--- src/rtl/plru_pkg.sv ---
// Shared types and helpers for tree-PLRU logic.
// Contents:
//   state_e      - controller state (idle / multi-beat transfer in flight)
//   MaxWidth     - largest leaf count the helpers handle
//   path_update  - rewrite the tree bits along one leaf's root-to-leaf path
//   is_onehot    - exactly-one-bit-set test
package plru_pkg;

  typedef enum logic [0:0] {StIdle, StBusy} state_e;

  // Helpers work on fixed maximum-size vectors so any WIDTH up to MaxWidth can use them;
  // callers zero-extend inputs and truncate the result.
  localparam int unsigned MaxWidth = 64;
  localparam int unsigned MaxIdxW  = 6;

  // Walk from the root towards `leaf`, pointing every visited node away from it:
  // 0 when the leaf sits in the node's lower half, 1 when in the upper half.
  function automatic logic [MaxWidth-2:0] path_update(input logic [MaxWidth-2:0] tree,
                                                      input logic [MaxIdxW-1:0]  leaf,
                                                      input int unsigned         levels);
    logic [MaxWidth-2:0] t;
    int unsigned         n;
    logic                b;
    t = tree;
    n = 0;
    for (int unsigned l = 0; l < MaxIdxW; l++) begin
      if (l < levels) begin
        b    = leaf[levels-1-l];
        t[n] = b;
        n    = 2 * n + (b ? 32'd2 : 32'd1);
      end
    end
    return t;
  endfunction

  function automatic logic is_onehot(input logic [MaxWidth-1:0] vec);
    return $countones(vec) == 1;
  endfunction

endpackage

--- src/rtl/plru_victim_decode.sv ---
// Combinational tree walk from heap-ordered PLRU bits to the least-recently-used leaf.
// Ports:
//   v_grant       - tree bits, bit 0 = root, children of n at 2n+1 / 2n+2
//   victim_idx    - LRU leaf index
//   victim_onehot - LRU leaf, one-hot
module plru_victim_decode #(
  parameter  int unsigned WIDTH = 4,
  localparam int unsigned IDXW  = $clog2(WIDTH)
) (
  input  logic [WIDTH-2:0] v_grant,
  output logic [IDXW-1:0]  victim_idx,
  output logic [WIDTH-1:0] victim_onehot
);

  int unsigned node;

  // A set bit sends the walk to the lower child, which contributes a 0 to the index.
  always_comb begin
    victim_idx = '0;
    node       = 0;
    for (int unsigned l = 0; l < IDXW; l++) begin
      victim_idx[IDXW-1-l] = ~v_grant[node];
      node                 = 2 * node + (v_grant[node] ? 32'd1 : 32'd2);
    end
  end

  always_comb begin
    victim_onehot             = '0;
    victim_onehot[victim_idx] = 1'b1;
  end

endmodule

--- src/rtl/plru_tree_ctrl.sv ---
// Owner of the tree-PLRU state for an N-way arbiter / replacement unit.
// Ports:
//   clk, rst_n    - clock, asynchronous active-low reset
//   clr           - synchronous re-init of all state
//   gnt_vld       - a grant beat is issued this cycle
//   gnt_onehot    - granted requester, one-hot
//   gnt_last      - final beat of the granted transfer
//   v_grant       - registered tree bits (heap order)
//   lock          - multi-beat transfer in progress, arbiter must hold its grant
//   victim_idx    - LRU leaf index (combinational from v_grant)
//   victim_onehot - LRU leaf one-hot
//   err           - one-cycle pulse, registered, after an illegal grant beat
module plru_tree_ctrl
  import plru_pkg::*;
#(
  parameter  int unsigned WIDTH = 4,
  localparam int unsigned IDXW  = $clog2(WIDTH)
) (
  input  logic             clk,
  input  logic             rst_n,
  input  logic             clr,
  input  logic             gnt_vld,
  input  logic [WIDTH-1:0] gnt_onehot,
  input  logic             gnt_last,
  output logic [WIDTH-2:0] v_grant,
  output logic             lock,
  output logic [IDXW-1:0]  victim_idx,
  output logic [WIDTH-1:0] victim_onehot,
  output logic             err
);

  state_e           state_q, state_d;
  logic [WIDTH-2:0] tree_q, tree_d;
  logic [WIDTH-1:0] held_q, held_d;
  logic             err_q, err_d;

  logic                gnt_legal;
  logic [IDXW-1:0]     gnt_leaf;
  logic [WIDTH-2:0]    tree_upd;
  logic [MaxWidth-1:0] oh_ext;
  logic [MaxWidth-2:0] tree_ext, upd_ext;
  logic [MaxIdxW-1:0]  leaf_ext;

  always_comb begin
    oh_ext               = '0;
    oh_ext[WIDTH-1:0]    = gnt_onehot;
    gnt_legal            = is_onehot(oh_ext);
  end

  // Only meaningful when the grant is one-hot; garbage otherwise is never used.
  always_comb begin
    gnt_leaf = '0;
    for (int unsigned i = 0; i < WIDTH; i++) begin
      if (gnt_onehot[i]) gnt_leaf = gnt_leaf | IDXW'(i);
    end
  end

  always_comb begin
    tree_ext              = '0;
    tree_ext[WIDTH-2:0]   = tree_q;
    leaf_ext              = '0;
    leaf_ext[IDXW-1:0]    = gnt_leaf;
    upd_ext               = path_update(tree_ext, leaf_ext, IDXW);
    tree_upd              = upd_ext[WIDTH-2:0];
  end

  always_comb begin
    state_d = state_q;
    tree_d  = tree_q;
    held_d  = held_q;
    err_d   = 1'b0;
    if (clr) begin
      state_d = StIdle;
      tree_d  = '1;
      held_d  = '0;
    end else if (gnt_vld) begin
      unique case (state_q)
        StIdle: begin
          if (!gnt_legal) begin
            err_d = 1'b1;
          end else if (gnt_last) begin
            tree_d = tree_upd;
          end else begin
            held_d  = gnt_onehot;
            state_d = StBusy;
          end
        end
        StBusy: begin
          // held_q is always one-hot here, so this also rejects zero/multi-bit beats.
          if (gnt_onehot != held_q) begin
            err_d = 1'b1;
          end else if (gnt_last) begin
            tree_d  = tree_upd;
            state_d = StIdle;
          end
        end
        default: state_d = StIdle;
      endcase
    end
  end

  always_ff @(posedge clk or negedge rst_n) begin
    if (!rst_n) begin
      state_q <= StIdle;
      tree_q  <= '1;
      held_q  <= '0;
      err_q   <= 1'b0;
    end else begin
      state_q <= state_d;
      tree_q  <= tree_d;
      held_q  <= held_d;
      err_q   <= err_d;
    end
  end

  assign v_grant = tree_q;
  assign lock    = (state_q == StBusy);
  assign err     = err_q;

  plru_victim_decode #(
    .WIDTH(WIDTH)
  ) u_victim_decode (
    .v_grant      (tree_q),
    .victim_idx   (victim_idx),
    .victim_onehot(victim_onehot)
  );

endmodule

--- config.mk ---
export PLATFORM = sky130hd
export DESIGN_NAME = plru_tree_ctrl
export DESIGN_NICKNAME = d
export VERILOG_FILES = /design/src/rtl/plru_pkg.sv /design/src/rtl/plru_victim_decode.sv /design/src/rtl/plru_tree_ctrl.sv
export SDC_FILE = /design/constraint.sdc
export NUM_CORES = 1
export LEC_CHECK = 0
export CORE_AREA = 2 2 45 57
export CTS_CLUSTER_SIZE = 40
export DETAILED_ROUTE_END_ITERATION = 16
export DIE_AREA = 0 0 47 59
export PLACE_DENSITY = 0.62
export SYNTH_ARGS = -nofsm -noshare
export SYNTH_HDL_FRONTEND = slang
export SYNTH_HIERARCHICAL = 1
export SYNTH_SLANG_ARGS = --single-unit
--- constraint.sdc ---
create_clock -name clk -period 4.3 [get_ports clk]
set_input_delay 0.43 -clock clk [delete_from_list [all_inputs] [get_ports clk]]
set_output_delay 0.43 -clock clk [all_outputs]
set_load 0.01 [all_outputs]
=== Word-level counts from Yosys, hierarchy flattened ===
Cells that the tools add are included.

* Logic and storage cells: 61
* ROM bits: 0
* Latch bits: 0
* RAM bits: 0
* Bits of input ports: 9
* Register bits: 9
* Output and inout bits: 11
* Memories: 0

* Add/subtract/negate cells: 3
* Bitwise logic cells: 3
* Shifts and indexed selects: 0
* Div/mod/pow operators: 0
* Equal/unequal tests: 6
* Reduce and logical (&&, ||, !) cells: 6
* Multipliers: 0
* Mux-type cells: 34
* $lt $le $gt $ge: 5

{| class="wikitable"
|+ Operators with widths
! operator !! number
|-
| $bwmux W63 || 1
|-
| $lt A32 B3 Y1 const B || 1
|-
| $mux W4 || 5
|-
| $mux W3 || 5
|-
| $mux W1 || 13
|-
| $mux W2 || 4
|-
| $lt A2 B7 Y1 const B || 1
|-
| $demux W1 S6 || 1
|-
| $ne A3 B3 Y1 const B || 2
|-
| $pmux W3 S2 || 1
|-
| $add A1 B1 Y2 || 2
|-
| $ge A2 B1 Y1 const B || 2
|-
| $ne A2 B2 Y1 const B || 2
|-
| $ne A4 B4 Y1 || 1
|-
| $pmux W1 S2 || 2
|-
| $reduce_and A4 Y1 || 1
|-
| $reduce_bool A2 Y1 || 2
|-
| $add A2 B2 Y3 || 1
|-
| $eq A3 B1 Y1 const B || 1
|-
| $lt A2 B3 Y1 const B || 1
|-
| $not A1 Y1 || 3
|-
| $reduce_and A3 Y1 || 1
|-
| $bmux W1 S2 || 1
|-
| $demux W1 S2 || 1
|-
| $logic_and A1 B1 Y1 || 2
|}

=== Depth between registers and ports, before layout ===
* Word-level depth: 14
* Gate-level depth with buffers: 10
* Depth with buffers taken out: 9

=== By module ===
Netlist, hierarchy kept.

{| class="wikitable"
|+ By module, submodules not included
! module !! cells an instance !! sequential area each (um^2) !! area an instance (um^2) !! instances
|-
| plru_tree_ctrl || 63 || 229.0 || 599.3 || 1
|-
| plru_victim_decode || 6 || 0.0 || 37.5 || 1
|}

=== Worst setup path after synthesis ===
OpenSTA, ideal clock, no wires.

* Kind: input to register
* From: input port gnt_onehot[0]
* To: register held_q[0]
* Library setup time: 0.131 ns
* Data arrival time: 2.598 ns
* Data required time: 4.169 ns
* Path slack: 1.570 ns
* Stages on the path: 10
* Path buffers: 1
* Cell sequence: inv_1 -> fa_1 -> inv_1 -> ha_1 -> ha_1 -> or3b_4 -> or4_4 -> buf_6 -> mux2i_1 -> nor2_1

* Longest elaborated chain between the ends: 5
* Elaborated cells between the ends (all ways): 10
* Classes of those cells: add/sub: 2; eq/ne: 1; mux: 5; reduce/logical: 2

{| class="wikitable"
|+ RTL lines
! what !! RTL line !! text
|-
| from (decl) || plru_tree_ctrl.sv:23 || <nowiki>input logic [WIDTH-1:0] gnt_onehot,</nowiki>
|-
| $add A1 B1 Y2 (not written as such) or $mux W4 (tied branches) || plru_pkg.sv:37, plru_tree_ctrl.sv:81 ||
|-
| $add A2 B2 Y3 (not written as such) or $mux W4 (tied branches) || plru_pkg.sv:37, plru_tree_ctrl.sv:79 ||
|-
| $eq A3 B1 Y1 or $mux W4 (tied branches) || plru_pkg.sv:37, plru_tree_ctrl.sv:77 ||
|-
| $reduce_bool A2 Y1 (no line) or $mux W4 (tied branches) || - ||
|-
| $reduce_and A4 Y1 (no line) or $mux W4 (tied branches) || - ||
|-
| to (signal assigned) || plru_tree_ctrl.sv:111 || <nowiki>held_q <= held_d;</nowiki>
|-
| to (decl) || plru_tree_ctrl.sv:34 || <nowiki>logic [WIDTH-1:0] held_q, held_d;</nowiki>
|}

Parallel ways exist; a longest one is shown, timed or not. The select of a mux whose other input is x is not followed.
A chain may end at the register's enable or synchronous reset.

=== Worst setup path after layout ===
* From: input port gnt_onehot[1]
* To: register held_q[1]

Same word-level chain as after synthesis.

==> flow_summary.ini <==
[place]
place_hpwl_mm = 1.095
placed_area_sq_um = 847.1
port_buffers = 19
gp_congestion = 0.7672
place_ws_ns = 0.9232

[synth]
synth.distinct_cells = 29
synth_fp_nets = 81
ys_warn_count = 6
ys_seq_area_share_pct = 35.95
ys_ff_latch = 9
synth_top_cell_by_area = dfrtp_1
synthCells = 69
syn-mean-instance-area_sq_um = 9.230
yosysTopAreaCellShare_pct = 23.58
syn_area_sq_um = 636.9
synth_area_leaders = dfrtp_1, dfstp_2, mux2i_1, nor2_1, xnor2_1

[floorplanning]
die_y_um = 59
initial_core_util_pct = 29.12
die_w_um = 47
dieArea_sq_um = 2773
rows = 19
core-area_sq_um = 2187
io_pins = 20

[setup_path]
path_max_fanout = 5
crit_arrival_ns = 3.23
slowest_delay_ns = 0.55
crit_start = gnt_onehot[1]
cp_cell_sequence = clkdlybuf4s50_1, inv_1, fa_1, inv_1, ha_1, ha_1, or3b_4, or4_4, mux2i_1, nor2_1
endpoint_kind = flip-flop
rrSetupSlack_ns = 2.81
r2r-start = lock$_DFFE_PN0N_
worstSetupPathType = in -> reg
critPathSlowestCell = clkdlybuf4s50_1
worstSetupStartpointType = primary input
worstPathRequired_ns = 4.45

[clocking]
clkTransAtPathRegs_ns = 0.07
clock_latency_ns = 0.28
post_cts_buffers = 0
cts_hold_buf = 0
cts_resized = 0
cts-buffers-inserted = 3
clockBufferDepth = 2
cts.htree.levels = 1
root_buffer = clkbuf_4
cts_tree = done
cts.sinks = 9

[sta]
final-max-slew-violation-count = 0
maxClockFrequency_mhz = 324.2
slew_headroom_pct = 73.61
setup_violations = 0
fin_worst_skew_ns = 0.007690
finalWorstSetupSlack_ns = 1.216
post-route-period-util_pct = 71.73
setup_tns_ns = 0
hold_ws_ns = 0.4394
final_hold_viol_count = 0
rsz0062_at_grt = no
period_needed_ns = 3.084
tightest_slew_ns = 0.3858

[power]
leakage_nw = 0.3851
p_per_area_nw_per_um2 = 249.6
max-vdd-ir-drop_v = 0.0001593

[detailed_routing]
drt_wl_total_mm = 1.435
wire_per_inst_um = 11.96
vias = 579
via_per_inst = 4.825
first_iter_violations = 23
dr.pass1.iters = 4
antenna_left = 0
drc = 0

[finish]
insertedDiodeCount = 0
fillerInstances = 252
area_growth_pct = 37.13
final_common_cell = clkdlybuf4s50_1
fin_area_sq_um = 873.3
multi_input_area_sq_um = 355.3
ff_latch_area_sq_um = 229.0
final_nets = 102
layout_common_cells = clkdlybuf4s50_1, nor2_1, inv_1
drive_gt1_share_pct = 10.11

[global_route]
first_global_vias = 520
antenna_found_initial = 0
grt_pass1_wl_mm = 2.401
grt_usage_pct = 12.42
globalRoute.totalOverflow = 0
grt_max_degree = 12

[job]
max-cap-violations = 0

[worst_hold_path]
min_path_type = in -> async

[run_status]
status = complete, no violations
## worst max-delay path, delay by kind of cell
kind	cells	cell delay, ns
buffers and inverters	3	0.68
multiplexers	1	0.19
AND/OR/NAND/NOR	3	0.96
adder cells (fa/ha/maj)	3	0.96
## logic make-up (layout without fill, tap and decap cells)
logic type      after synthesis  after routing  synth area share (%)
xor+xnor                      4              4                 5.500
fa+ha+maj                     3              3                 7.072
simple gates                 24             24                 21.81
flops                         9              9                 35.95
mux                           6              6                 9.431
buf+inv                      12             32                 8.251
compound gates               11             11                 11.99
## power by group
part / internal [W] / leakage, nW / switching [W]
registers: 0.0000885 / 0.114 / 0.00000421
logic: 0.0000279 / 0.256 / 0.0000260
clock network: 0.0000360 / 0.0150 / 0.0000352
total: 0.000153 / 0.385 / 0.0000655
## layout make-up
cell class              count  area share [%]
repair buffers             19           21.78
clock buffers               4           3.009
multi-input cells          48           40.69
flip-flops and latches      9           26.22
inverters                   9           3.868
well taps                  31           4.441
## per-layer routing
layer | GRT usage, % | share of wire, % | vias up
met5 | 0 | 0 | -
met4 | 7.143 | 2.6 | 0
met3 | 1.829 | 5.4 | 5
met2 | 19.96 | 52 | 23
met1 | 15.33 | 40 | 269
li1 | - | - | 282
## state kept, by name, summed over array words and instances, names as in the netlist
name and count:
held_q 4, v_grant 3, err 1, lock 1
## worst paths after layout
kind,endpoint,cells past startpoint
setup / recovery,held_q[1]$_DFFE_PN0P_,10
hold / removal,held_q[0]$_DFFE_PN0P_,1
setup reg to reg,held_q[1]$_DFFE_PN0P_,3
hold reg to reg,v_grant[1]$_DFFE_PN1P_,2
max in group asynchronous,v_grant[2]$_DFFE_PN1P_,1
min in group clk,v_grant[1]$_DFFE_PN1P_,2
## per-stage QoR
step	power [W]	util (%)	std cells
3_3_place_gp	0.0001466	38.73	116
2_1_floorplan	0.0001254	-	69
4_1_cts	0.0002199	39.93	120
3_5_place_dp	0.0001480	38.73	116
5_1_grt	0.0002298	39.93	120
6_report	0.0002180	39.93	120
## cell usage after synthesis
cell type and number:
o31ai_1 1, or2_2 1, dfstp_2 3, nor2_1 10, clkbuf_1 2, buf_6 1, ha_1 2, nor3b_1 1
or4_4 1, nand4_1 3, nor2b_1 1, nor3_1 1, o21ai_0 1, a21oi_1 3, or3b_4 1, mux2i_1 6
and2_1 1, xnor2_1 4, a2111oi_0 3, nand2_1 1, a31oi_1 1, dfrtp_1 6, o22ai_1 1, o32a_1 1
nand4b_1 1, fa_1 1, and4_1 1, and2b_1 1, inv_1 9
No activity file was read; power rests on OpenSTA's default activity.
